==> config.mk <==
export PLATFORM = sky130hd
export DESIGN_NAME = prg_scan
export DESIGN_NICKNAME = d
export VERILOG_FILES = /design/src/rtl/prg_scan.sv
export SDC_FILE = /design/constraint.sdc
export NUM_CORES = 1
export LEC_CHECK = 0
export CORE_MARGIN = 3
export CORE_UTILIZATION = 50
export CTS_BUF_LIST = sky130_fd_sc_hd__clkbuf_16
export DETAILED_ROUTE_END_ITERATION = 10
export PLACE_DENSITY = 0.67
export SETUP_SLACK_MARGIN = 0.02
export SLEW_MARGIN = 20
export SYNTH_ARGS = -nofsm -noshare
export SYNTH_HDL_FRONTEND = slang
export SYNTH_SLANG_ARGS = --single-unit
==> constraint.sdc <==
create_clock -name clk -period 3.1 [get_ports clk]
set_input_delay 0.93 -clock clk [delete_from_list [all_inputs] [get_ports clk]]
set_output_delay 0.93 -clock clk [all_outputs]
set_load 0.005 [all_outputs]
==> src/rtl/prg_scan.sv <==
// rtl/prg_scan.sv - primary-ray scan sequencer: phase ring, raster walk, latency-matched ray tags
module prg_scan #(
    parameter int NUM_COLS = 640,
    parameter int NUM_ROWS = 480,
    parameter int PRG_LAT  = 40
) (
    input  logic                                  clk,
    input  logic                                  rst,
    input  logic                                  start,
    input  logic                                  stall,
    output logic                                  v0,
    output logic                                  v1,
    output logic                                  v2,
    output logic [$clog2(NUM_COLS)-1:0]           x,
    output logic [$clog2(NUM_ROWS)-1:0]           y,
    output logic                                  rayReady,
    output logic [$clog2(NUM_COLS*NUM_ROWS)-1:0]  pixelID,
    output logic                                  busy,
    output logic                                  frame_done
);
    localparam int XW    = $clog2(NUM_COLS);
    localparam int YW    = $clog2(NUM_ROWS);
    localparam int PW    = $clog2(NUM_COLS*NUM_ROWS);
    // The output register supplies the last cycle of latency.
    localparam int TAG_D = PRG_LAT - 1;
    localparam logic [XW-1:0] X_LAST = XW'(NUM_COLS - 1);
    localparam logic [YW-1:0] Y_LAST = YW'(NUM_ROWS - 1);

    typedef enum logic [1:0] {IDLE, RUN, DRAIN} state_t;

    state_t            state;
    state_t            state_nxt;
    logic [2:0]        ring;
    logic              slot_issued;
    logic              issue;
    logic              last_pix;
    logic              frame_end;
    logic [PW-1:0]     pix_cnt;
    logic [TAG_D-1:0]  tag_vld;
    logic [PW-1:0]     tag_pix [TAG_D];

    assign {v2, v1, v0} = ring;
    assign busy         = (state != IDLE);
    assign issue        = (state == RUN) && v0 && !stall;
    assign last_pix     = (x == X_LAST) && (y == Y_LAST);

    always_comb begin
        state_nxt = state;
        frame_end = 1'b0;
        unique case (state)
            IDLE:    if (start) state_nxt = RUN;
            RUN:     if (v2 && slot_issued && last_pix) state_nxt = DRAIN;
            DRAIN: begin
                if (~|tag_vld) begin
                    state_nxt = IDLE;
                    frame_end = 1'b1;
                end
            end
            default: state_nxt = IDLE;
        endcase
    end

    always_ff @(posedge clk or negedge rst) begin
        if (!rst) state <= IDLE;
        else      state <= state_nxt;
    end

    always_ff @(posedge clk or negedge rst) begin
        if (!rst) begin
            ring        <= 3'b001;
            x           <= '0;
            y           <= '0;
            pix_cnt     <= '0;
            slot_issued <= 1'b0;
            tag_vld     <= '0;
            rayReady    <= 1'b0;
            pixelID     <= '0;
            frame_done  <= 1'b0;
        end else begin
            ring       <= {ring[1:0], ring[2]};
            frame_done <= frame_end;
            tag_vld    <= {tag_vld[TAG_D-2:0], issue};
            rayReady   <= tag_vld[TAG_D-1];
            if (tag_vld[TAG_D-1]) pixelID <= tag_pix[TAG_D-1];

            if (state == IDLE && start) begin
                x           <= '0;
                y           <= '0;
                pix_cnt     <= '0;
                slot_issued <= 1'b0;
            end else if (issue) begin
                slot_issued <= 1'b1;
                pix_cnt     <= pix_cnt + 1'b1;
            end else if (v2) begin
                slot_issued <= 1'b0;
                // Raster position holds on the final pixel so it stays visible through DRAIN.
                if (slot_issued && !last_pix) begin
                    if (x == X_LAST) begin
                        x <= '0;
                        y <= y + 1'b1;
                    end else begin
                        x <= x + 1'b1;
                    end
                end
            end
        end
    end

    // Tag payload needs no reset: only entries flagged in tag_vld are ever consumed.
    always_ff @(posedge clk) begin
        tag_pix[0] <= pix_cnt;
        for (int i = 1; i < TAG_D; i++) tag_pix[i] <= tag_pix[i-1];
    end

endmodule

# ---- Word-level counts from Yosys, hierarchy flattened
# Memory sizes are Yosys's and may differ from the RTL's. A register that Yosys moved wholly into a read port is not among the register bits.
# Index checks and enable logic that the tools add are counted.
dict set report classes {
  addsub 3
  n_eq_ne 8
  mux 21
  reduce_logical 21
}
# op count
set op_table {}
lappend op_table {{10-bit 2-to-1 mux} 5}
lappend op_table {{9-bit 2-to-1 mux} 5}
lappend op_table {{39-bit OR reduction} 1}
lappend op_table {{19-bit 2-to-1 mux} 2}
lappend op_table {{19-bit by 1-bit adder with 19-bit output (second input constant)} 1}
lappend op_table {{10-bit by 1-bit adder with 10-bit output (second input constant)} 1}
lappend op_table {{10-bit equality test (second input constant)} 1}
lappend op_table {{2-bit nonzero test} 5}
lappend op_table {{9-bit by 1-bit adder with 9-bit output (second input constant)} 1}
lappend op_table {{9-bit equality test (second input constant)} 1}
lappend op_table {{1-bit logical AND} 7}
lappend op_table {{2-bit 2-to-1 mux} 3}
lappend op_table {{2-bit case mux with 3 select lines} 1}
lappend op_table {{3-bit AND reduction} 2}
lappend op_table {{1-bit 2-to-1 mux} 5}
lappend op_table {{2-bit by 1-bit inequality test with 1-bit output (second input constant)} 2}
lappend op_table {{2-bit inequality test (second input constant)} 2}
lappend op_table {{4-bit AND reduction} 1}
lappend op_table {{1-bit zero test} 3}
lappend op_table {{3-bit nonzero test} 1}
lappend op_table {{2-bit by 1-bit equality test with 1-bit output (second input constant)} 1}
lappend op_table {{2-bit equality test (second input constant)} 1}
lappend op_table {{2-bit zero test} 1}
dict set report word_totals {
  register_bits 85
  mem_bits_rw 741
  out_inout_bits 44
  n_memories 1
}
# memory depth word_bits rd rd_clocked_by_memory_dff write_ports line_no
set mem_list {}
lappend mem_list {tag_pix 39 19 39 1 39 40} ;# logic [PW-1:0] tag_pix [TAG_D];

# ---- Depth between registers and ports, before layout
dict set report logic_depth {
  word_depth 8
  depth_mapped 7
  mapped_depth_nobuf 5
}

# ---- Worst setup path after synthesis
# OpenSTA, ideal clock, no wires.
dict set report synth_timing {
  path_kind {input-to-reg}
  startpoint {input stall}
  endpoint {register pix_cnt[18]}
  setup_ps 78
  arrival_time_ps 2309
  t_required_ps 3022
  setup_slack_ps 714
  cell_stages 5
  n_path_buf 1
  cell_sequence {nand4bb_1 > or4_1 > buf_2 > or4_1 > a21oi_1}
}
dict set report synth_between {
  elab_chain_cells 3
}
# element line_no
set synth_rtl {}
lappend synth_rtl {{start: declaration} 10} ;# input logic stall,
lappend synth_rtl {{1-bit zero test} 44} ;# assign issue = (state == RUN) && v0 && !stall;
lappend synth_rtl {{1-bit logical AND} 44}
lappend synth_rtl {{2-bit nonzero test (no source line)} n/a}
lappend synth_rtl {{end signal: assignment} 93} ;# pix_cnt <= pix_cnt + 1'b1;
lappend synth_rtl {{end: declaration} 38} ;# logic [PW-1:0] pix_cnt;
# Every way passes these cells.
# A chain may end at the register's enable or synchronous reset.

# ---- Final worst setup path
dict set report layout_timing {
  startpoint {register state[1]}
  endpoint {output busy}
}
dict set report layout_between {
  elab_chain_cells 1
}
# element line_no
set layout_rtl {}
lappend layout_rtl {{start: declaration} 31} ;# state_t state;
lappend layout_rtl {{start signal: assignment} 65} ;# else state <= state_nxt;
lappend layout_rtl {{2-bit nonzero test} 43} ;# assign busy = (state != IDLE);
lappend layout_rtl {{end: declaration} 18} ;# output logic busy,
# Every way passes these cells.

==> results.md <==
| Step | Metric | Reported |
| --- | --- | --- |
| status | Outcome | finished, final reports clean |
| synth | Number of distinct library cells after synthesis | 47 |
| grt | Number of antenna violations at the first check in global routing | 0 |
| setup path | Critical register-to-register path endpoint | pix_cnt[12]$_DFFE_PN0P_ |
| synth | Cell count after synthesis | 1085 |
| routing | Final antenna-violating net count | 0 |
| synth | Synth Area per Inst | 17.5 um2 |
| setup path | Critical path fanouts, max | 6 |
| place | Port Buffer Count | 47 |
| synth | Proportion of register bits with asynchronous set or reset after synthesis | 12.3% |
| setup path | Register-to-register path setup slack | 0.89 ns |
| grt | Vias in the first global route | 7837 |
| setup path | Endpoint of the worst setup timing path | busy |
| sta | Tightest slew margin relative to the limit | 63.0% |
| synth | Synthesized netlist net count | 1092 |
| setup path | Critical path type | reg -> out |
| grt | Global-route wire length before repair | 37200 um |
| grt | Overall global routing resource usage | 11.0% |
| hold path | Class of the most critical hold timing path | in -> async |
| sta | Final Hold Fails | 0 |
| clock network | Postcts setup bufs | 0 |
| setup path | Sort of element at the start of the critical path | flip-flop |
| sta | Final critical delay including setup and external delays | 2.65 ns |
| place | Pre-CTS worst setup slack | 0.0801 ns |
| place | Weighted congestion at the end of routability-driven global placement | 0.746 |
| setup path | Reg-to-reg critical path startpoint | state[1]$_DFFE_PN0P_ |
| clock network | Sinks on Clock Net | 845 |
| synth | Flip-flop and latch count after synthesis | 845 |
| setup path | Data arrival time of the worst path | 1.72 ns |
| layout | Leading cell types in the layout, fill and taps excluded | 741 x dfxtp_1, 103 x dfrtp_1, 76 x clkbuf_16, 46 x clkdlybuf4s50_1, 25 x nand2_1 |
| floorplanning | Initial standard-cell utilization of the core | 51.3% |
| floorplanning | Die Outline Area | 0.0403 mm2 |
| synth | Seq/Total Area, Yosys | 92.0% |
| synth | Netlist Area Pre-Place | 0.0190 mm2 |
| power and ir drop | Sw power | 3.80 mW |
| sta | Final setup fails | 0 |
| clock network | Clock tree from TritonCTS | built |
| clock network | H-tree lvl count | 3 |
| synth | Fraction of synthesized cell area taken by the top area cell type | 78.2% |
| layout | Post-Route Utilization | 60.7% |
| sta | Highest attainable clock frequency | 377 MHz |
| power and ir drop | PwrDens | 873 mW/mm2 |
| sta | Worst-margin pin slew | 0.541 ns |
| sta | Final-layout setup total negative slack | 0 ns |
| setup path | Startpoint of the worst setup timing path | state[1]$_DFFE_PN0P_ |
| grt | Overflow after GRT | 0 |
| routing | Via count normalized by instance count | 4.37 |
| clock network | Resized Gates After CTS | 0 |
| layout | Ratio of cells with drive above 1 in the final layout | 11.4% |
| power and ir drop | Switching fraction of total power | 19.4% |
| clock network | Number of clock buffers inserted by TritonCTS | 72 |
| routing | Count of vias placed by the detailed router | 7703 |
| clock network | Insertion delay of the later-clocked pin in the worst-skew pair | 0.58 ns |
| power and ir drop | Cell Int Power | 15.8 mW |
| synth | Most area-consuming cells after synthesis | dfxtp_1 78%, dfrtp_1 14%, mux2_2 1.1% |
| routing | Total wirelength of the detailed-routed design | 21700 um |
| synth | EDFF count, synth | 0 |
| clock network | Clock-pin slew of the registers on the worst-case setup and hold paths | 0.06 ns |
| sta | Worst hold slack across all endpoints | 0.225 ns |
| routing | DRC violations left | 0 |
| setup path | Required time at the worst-slack endpoint | 2.17 ns |
| clock network | Clock Path Buffers | 3 |
| routing | DR WL/cell | 12.3 um |
| routing | Number of DRC violations after detailed-routing iteration 0 | 324 |
| run | Max capacitance violation total | 0 |
| floorplanning | IO Pins | 48 |
| layout | Layout-stage area growth over the synthesis result | 18.4% |
| synth | Top cell type by total area after synthesis | dfxtp_1 |
| power and ir drop | VDD IR max | 411 uV |
| sta | Share of the cycle needed by the critical path after routing | 85.5% |
| power and ir drop | Combinational Power Share | 0.3% |
| grt | Pin count of the biggest net entering global routing | 87 |
| floorplanning | Die width | 201 um |
| sta | Final worst clock skew | 0.0177 ns |
| floorplanning | Die span in y | 201 um |
| synth | Ys Warns | 0 |
| sta | Final critical-path setup slack | 0.451 ns |
| layout | Antenna diodes | 0 |
| sta | RSZ-0062 raised after global routing | no |
| clock network | Buffer cell driving the clock tree root | clkbuf_16 |
| routing | Pre-antenna DRT Iters | 4 |
| clock network | Count of hold-fix buffers inserted at cts | 0 |
| floorplanning | Area inside the core boundary | 0.0370 mm2 |
| place | DP Wirelength | 11600 um |
| layout | Number of nets in the finished design | 1207 |
| power and ir drop | Share of power burned in the clock network | 43.9% |
| power and ir drop | Fraction of power consumed by sequential logic | 55.8% |
| floorplanning | Number of rows created at floorplan | 70 |
| layout | Most common cell after layout, fill and taps aside | dfxtp_1 |
| power and ir drop | Leak | 9.29 nW |
| setup path | Path depth of the worst reg2reg path | 4 |
| power and ir drop | Power, Total | 19.6 mW |
| sta | Total count of max-transition violations in the final report | 0 |
| synth | Most used DFF post-synth | dfxtp_1 |
| setup path | Worst Setup End Kind | output port |
-- power by group through the flow --
stage | logic, mW | clock network, mW | registers [mW]
floorplan | 0.00949 | 0 | 11.2
global placement | 0.0573 | 0 | 11.2
detailed placement | 0.0591 | 0 | 11.2
CTS | 0.0594 | 8.88 | 10.9
global route | 0.0661 | 9.33 | 10.9
finish | 0.0567 | 8.60 | 10.9
-- Yosys cell counts, types with 5 or more instances --
cell / number
dfxtp_1: 741
dfrtp_1: 103
nand2_1: 25
mux2_2: 19
a21oi_1: 16
o21ai_0: 16
nand3_1: 15
clkbuf_1: 12
nor2_1: 12
nor4_1: 12
nand4_1: 11
or4_1: 9
nor3_1: 8
o31ai_1: 7
or2_2: 7
or3_1: 7
o211ai_1: 6
inv_1: 5
mux2i_1: 5
-- layer usage --
layer	GRT usage, %	up-vias	wire length, um
met5	0	-	0
met4	4.99	0	643
met3	3.42	57	1130
met2	17.7	155	10100
met1	13.8	3702	9880
li1	-	3789	-
-- state kept, by name, summed over array words and instances, names as in the netlist --
name / flops
ring: 3
slot_issued: 1
pix_cnt: 19
tag_pix: 741
tag_vld: 39
state: 2
pixelID: 19
frame_done: 1
rayReady: 1
x: 10
y: 9
-- cells by family after synthesis --
family / Yosys count / share of synthesized area, %
flip-flops: 845 / 92.0
AO/OA/AOI/OAI: 60 / 2.01
multiplexers: 24 / 1.39
XOR/XNOR: 8 / 0.370
buffers and inverters: 21 / 0.442
adder cells (fa/ha/maj): 3 / 0.198
AND/OR/NAND/NOR: 124 / 3.62
-- metrics by stage --
stage	instances	cell area (um2)
after detailed placement	1630	20100
after global routing	1763	22400
final	1763	22400
after CTS	1763	22400
after global placement	1630	20100
after floorplan	1085	19000
-- how the worst min path moves through the flow --
stage,depth (start not counted),end,from
finish,1,pixelID[6]$_DFFE_PN0P_,rst
global route,1,pixelID[16]$_DFFE_PN0P_,rst
CTS,1,pixelID[11]$_DFFE_PN0P_,rst
detailed placement,0,tag_pix[16][3]$_DFF_P_,tag_pix[15][3]$_DFF_P_
global placement,0,tag_pix[38][6]$_DFF_P_,tag_pix[37][6]$_DFF_P_
floorplan,0,tag_pix[10][0]$_DFF_P_,tag_pix[9][0]$_DFF_P_
-- area by class of cell --
| type | instances | area (um2) |
|---|---|---|
| fill | 2738 | 14500 |
| tap | 504 | 631 |
| timing repair buffer | 56 | 548 |
| sequential | 845 | 17400 |
| clock buffer | 76 | 1900 |
| clock inverter | 57 | 458 |
| multi-input combinational | 219 | 1440 |
| inverter | 6 | 22.5 |
-- critical path, stage by stage, from the launching register on --
cell and delay, ns:
dfrtp_1 0.50, nor2_1 0.10, inv_1 0.06, clkdlybuf4s50_1 0.50
Power figures use the tool's default switching activity.
==> patch 1: new RTL, same settings <==
Set the parameter `NUM_ROWS` to 960 (it was 480).
--- a/src/rtl/prg_scan.sv
+++ b/src/rtl/prg_scan.sv
@@ -1,7 +1,7 @@
 // rtl/prg_scan.sv - primary-ray scan sequencer: phase ring, raster walk, latency-matched ray tags
 module prg_scan #(
     parameter int NUM_COLS = 640,
-    parameter int NUM_ROWS = 480,
+    parameter int NUM_ROWS = 960,
     parameter int PRG_LAT  = 40
 ) (
     input  logic                                  clk,
Ports: changed (resized pixelID and y); port bits go from 48 to 50. The function was not compared with the original's and may differ.
==> patch 1 against the original RTL <==
Sequential cell count up 42. Core utilization down 0.085 points. Routed wire length up 9.6%. Maximum frequency up 1.2%. Synthesized area up 5.3%. Power up 5.5%. Largest power group unchanged. Die area up 5.1%. Highest routed layer unchanged. Cell area up 5.4%. Sequential share of layout area down 0.36 points. Via count up 5.9%. Cell count up 4.8%. Setup slack better by 32 ps.
==> patch 1: results (changes against the original RTL) <==
Yosys warnings 0 (unchanged); met3 GRT Util 3.306% (-0.11 points); H-tree Lvls 3 (unchanged); HP Class reg2reg; final wirelength 23.79 mm (+9.6%); GPL Wtd Cong 0.7200 (-3.4%); top flop regs tag_pix (780), tag_vld (39); drt initial violations 423 (+31%); Worst R2R Setup Slack 870 ps (-20 ps); Worst Clk Skew 15.71 ps (-1.964 ps); Antenna Cells 0 (unchanged); Setup Buffers After CTS 0 (unchanged); slew margin rel. 56.45% (-6.5 points); leading post-synthesis cells by cell area dfxtp_1 (78%), dfrtp_1 (13%), mux2_2 (1.1%); nets@finish 1276 (+5.7%); root buf cell clkbuf_16; # resized after CTS 0 (unchanged); Pleak 9.828 nW (+5.8%); post-synthesis sequential area ratio 91.64% (-0.32 points); worst-path maximum fanout 6 (unchanged); GR met1 Demand/Resource 14.34% (+0.49 points); ys async rst share 12.06% (-0.24 points); Reg clk slew, reported paths 70 ps; top cells by count, synth dfxtp_1 (780), dfrtp_1 (106), nand2_1 (32), mux2_2 (20), a21oi_1 (19); clock latency on the worst-skew pair 580 ps (about the same); M1 WL 10.69 mm (+8.2%); first-pass GRT wire length 40.67 mm (+9.3%); PortBufs 49 (+4.3%); 1st-pass router iterations 4 (unchanged); final setup violation count 0 (unchanged); Arrival @ worst endpoint 1690 ps (-30 ps); Via density 4.412 (+0.99%); largest net degree at the start of global routing 46 (-47%); clk buf depth 3 (unchanged); Peak VDD IR 0.0003454 V (-16%); WL met2 11.10 mm (+10%); Post-DP HPWL 13.13 mm (+14%); CP delay by family, top buffers and inverters; DP Area 0.02115 sq mm (+5.3%); highest metal used met4; CP max-delay cell dfrtp_1; number of antenna violations at the first check in global routing 0 (unchanged); vias in the first global route 8561 (+9.2%); Crit path largest cell delay 450 ps (-50 ps); post-synth cell types 47 (unchanged); met2 usage 19.65% (+2.0 points); fraction of layout instances using a drive strength above 1 12.18% (+0.82 points); Primary FF master, synth dfxtp_1; tightest hold margin 316.1 ps (+91.22 ps); total CTS buffers 78 (+8.3%); GRT Overall Usage 11.91% (+0.88 points); outcome complete, no violations; WL met3 1.199 mm (+6.1%)
## patch 1: cell types whose count changed after synthesis, sizes merged, moves of 4 or more
| cell | before | now |
|---|---|---|
| dfxtp | 741 | 780 |
| nand2 | 25 | 32 |
| o21ai | 16 | 9 |
| o31ai | 7 | 13 |
| nand4 | 11 | 16 |
| or4 | 9 | 14 |
| inv | 6 | 10 |
| nor2 | 12 | 8 |
## patch 1: kinds of logic (layout without fill, tap and decap cells)
logic type,Yosys count,in the layout,synth area share [%]
compound gates,56,56,1.780
xor+xnor,6,6,0.2633
flops,887,887,91.64
fa+ha+maj,3,3,0.1881
simple gates,135,135,3.918
buf+inv,24,216,0.7271
mux,27,27,1.479
## patch 1: where the power goes
part            total, W  internal (W)  leakage, nW  switching (W)
clock            0.00913       0.00532         1.31        0.00381
sequential        0.0115        0.0115         7.76      0.0000163
combinational  0.0000588     0.0000211        0.757      0.0000377
total             0.0207        0.0168         9.83        0.00387
## patch 1: path summary, 6_finish.rpt
path,from,end,cells after the start
setup reg to reg,x[0],y[0],5
hold reg to reg,tag_pix[13][0],tag_pix[14][0],0
max in group asynchronous,rst,ring[0],2
min in group asynchronous,rst,pixelID[17],1
setup / recovery,state[1],busy,3
hold / removal,tag_pix[13][0],tag_pix[14][0],0
## patch 1: per-stage QoR
stage / setup slack, ps / power [W] / instances
finish: 483.3 / 0.02066 / 1848
global route: 390.0 / 0.02142 / 1848
CTS: 452.3 / 0.02096 / 1848
detailed placement: 19.81 / 0.01178 / 1707
global placement: 52.35 / 0.01178 / 1707
floorplan: 687.2 / 0.01172 / 1138
## patch 1: area by class of cell
class                   instances  area [sq um]
inverters                      10         42.54
fillers                      2801         15350
flip-flops and latches        887         18290
multi-input cells             227          1528
clock inverters                57         405.4
repair buffers                 65         633.1
clock buffers                  84          2102
well taps                     518         648.1
==> patch 2: new RTL, same settings <==
Without the edit above. Encoding of `state_t`: now one-hot (3 bits for 3 states).
--- a/src/rtl/prg_scan.sv
+++ b/src/rtl/prg_scan.sv
@@ -26,7 +26,7 @@
     localparam logic [XW-1:0] X_LAST = XW'(NUM_COLS - 1);
     localparam logic [YW-1:0] Y_LAST = YW'(NUM_ROWS - 1);
 
-    typedef enum logic [1:0] {IDLE, RUN, DRAIN} state_t;
+    typedef enum logic [2:0] {IDLE = 3'b001, RUN = 3'b010, DRAIN = 3'b100} state_t;
 
     state_t            state;
     state_t            state_nxt;
Behaviour: same outputs for any inputs over 10 cycles, from zero or initial values and one cycle with rst low; not proved beyond that.
==> patch 2 against the original RTL <==
Synthesized cell count up 1.3%. Power down 1.0%. Cell area up 0.65%. Sequential cell count up 1. Count of clock-buffer cells in the layout down 1. Clock skew down 3.6 ps. Setup slack worse by 330 ps. Largest power group unchanged. Largest cell class unchanged. Routed wire length down 0.50%. Core utilization down 0.89 points. Register-to-register slack worse by 310 ps. Clock power down 2%. Critical path depth down 1. Synthesized area up 1.1%.
==> patch 2: results (changes against the original RTL) <==
outcome complete, no violations; clk buf depth 3 (unchanged); Critical Path Sink busy; 1st-pass router iterations 5 (+1); slew margin rel. 25.71% (-37 points); PortBufs 47 (unchanged); leading post-synthesis cells by cell area dfxtp_1 (77%), dfrtp_1 (13%), mux2_2 (1.4%); Arrival @ worst endpoint 2050 ps (+330 ps); Primary FF master, synth dfxtp_1; final hold violation count 0 (unchanged); Wirelength per Cell 12.12 microns (-1.6%); number of antenna violations at the first check in global routing 0 (unchanged); clock latency on the worst-skew pair 570 ps; post-synthesis sequential area ratio 91.09% (-0.88 points); Crit. Startpoint state[0]; first-pass GRT wire length 37.33 mm (+0.35%); DP Area 0.02027 sq mm (+0.92%); Reg clk slew, reported paths 60 ps (about the same); Post-DP HPWL 11.59 mm (+0.33%); Yosys warnings 0 (unchanged); Worst Clk Skew 14.09 ps (-3.582 ps); largest net degree at the start of global routing 68 (-22%); gr ovfl total 0 (unchanged); post-synth cell types 49 (+4.3%); vias in the first global route 7980 (+1.8%); Worst R2R Start x[7]; GPL Wtd Cong 0.7631 (+2.4%); top flop regs tag_pix (741), tag_vld (39); HP Class reg2reg; ys async rst share 12.41% (+0.10 points); Reg2Reg Depth 4 (unchanged); Antenna Cells 0 (unchanged); drt initial violations 320 (-1.2%); root buf cell clkbuf_16; net switching power 0.003715 W (-2.3%); Pleak 9.266 nW (-0.26%); worst-path maximum fanout 5 (-1); total CTS buffers 74 (+2.8%); worst r2r dst x[5]; GRT Overall Usage 11.02% (-0.017 points); top cells by count, synth dfxtp_1 (741), dfrtp_1 (103), nand2_1 (28), mux2_2 (23), nor4_1 (17); H-tree Lvls 3 (unchanged); fraction of layout instances using a drive strength above 1 12.04% (+0.68 points); syn nets 1106 (+1.3%); Peak VDD IR 0.0004992 V (+21%); nets@finish 1220 (+1.1%); Via density 4.405 (+0.81%); Worst R2R Setup Slack 580 ps (-310 ps)
==> patch 2: changes by cell type in the layout (fill, tap and decap cells not counted), sizes merged, moves of 4 or more <==
cell / change
or4: +4
o31ai: +7
o21ai: -7
or3: -5
clkinvlp: +4
nor3: -4
nor4: +5
o311a: +4
mux2i: +7
o211ai: -5
mux2: +4
==> patch 2: area by class of cell <==
| type | count | area, sq um |
|---|---|---|
| tap | 511 | 639.4 |
| multi-input combinational | 230 | 1619 |
| timing repair buffer | 54 | 533.0 |
| inverter | 7 | 26.28 |
| clock inverter | 59 | 429.2 |
| clock buffer | 75 | 1877 |
| fill | 2758 | 15170 |
| sequential | 846 | 17460 |
==> patch 2: worst min path at each step <==
stage,startpoint,endpoint,slack (ps),depth (start not counted)
after global placement,tag_pix[37][12],tag_pix[38][12],310,0
after floorplan,tag_pix[9][0],tag_pix[10][0],310,0
after CTS,rst,pixelID[12],310,1
after detailed placement,tag_pix[9][6],tag_pix[10][6],310,0
final,tag_pix[12][4],tag_pix[13][4],310,0
after global routing,tag_pix[10][6],tag_pix[11][6],320,0
==> patch 2: per-layer routing <==
layer  vias to the layer above  GRT usage (%)  share of wire, %
li1                       3863              -                 -
met1                      3757          13.67                45
met2                       161          17.31                46
met3                        68          3.785               5.3
met4                         0          5.532               3.5
met5                         -              0                 0
==> patch 2: per-stage QoR <==
step / setup slack (ps) / std cells / util, %
3_5_place_dp: 434.0 / 1646 / 53.68
3_3_place_gp: 457.0 / 1646 / 53.68
6_report: 120.9 / 1782 / 59.83
2_1_floorplan: 939.6 / 1099 / -
5_1_grt: 36.81 / 1782 / 59.83
4_1_cts: 27.84 / 1780 / 59.79
==> patch 2: worst max-delay path: stages, from the launching register on <==
cell and delay [ps]:
dfstp_2 560, or3b_2 450, clkdlybuf4s50_1 470
==> patch 2: repair_timing <==
action	4_1_cts	5_1_grt
endpoints found under the hold margin	0	0
endpoints found under the setup margin	0	1
buffers inserted	0	2
gates resized for setup	0	0
==> patch 2: cell families (layout without fill, tap and decap cells) <==
family | count (synthesis) | in the layout | share of synthesized area, %
AO/OA/AOI/OAI | 51 | 51 | 1.821
AND/OR/NAND/NOR | 136 | 136 | 4.222
flip-flops | 846 | 846 | 91.09
XOR/XNOR | 5 | 5 | 0.2284
adder cells (fa/ha/maj) | 3 | 3 | 0.1958
multiplexers | 35 | 35 | 1.977
buffers and inverters | 23 | 195 | 0.4634
==> patch 2: power groups by stage <==
| stage | logic [W] | registers, W | clock network (W) |
|---|---|---|---|
| after floorplan | 0.000000193 | 0.0111 | 0 |
| after global placement | 0.0000338 | 0.0111 | 0 |
| after detailed placement | 0.0000354 | 0.0111 | 0 |
| after CTS | 0.0000351 | 0.0109 | 0.00873 |
| after global routing | 0.0000389 | 0.0109 | 0.00920 |
| final | 0.0000328 | 0.0109 | 0.00846 |
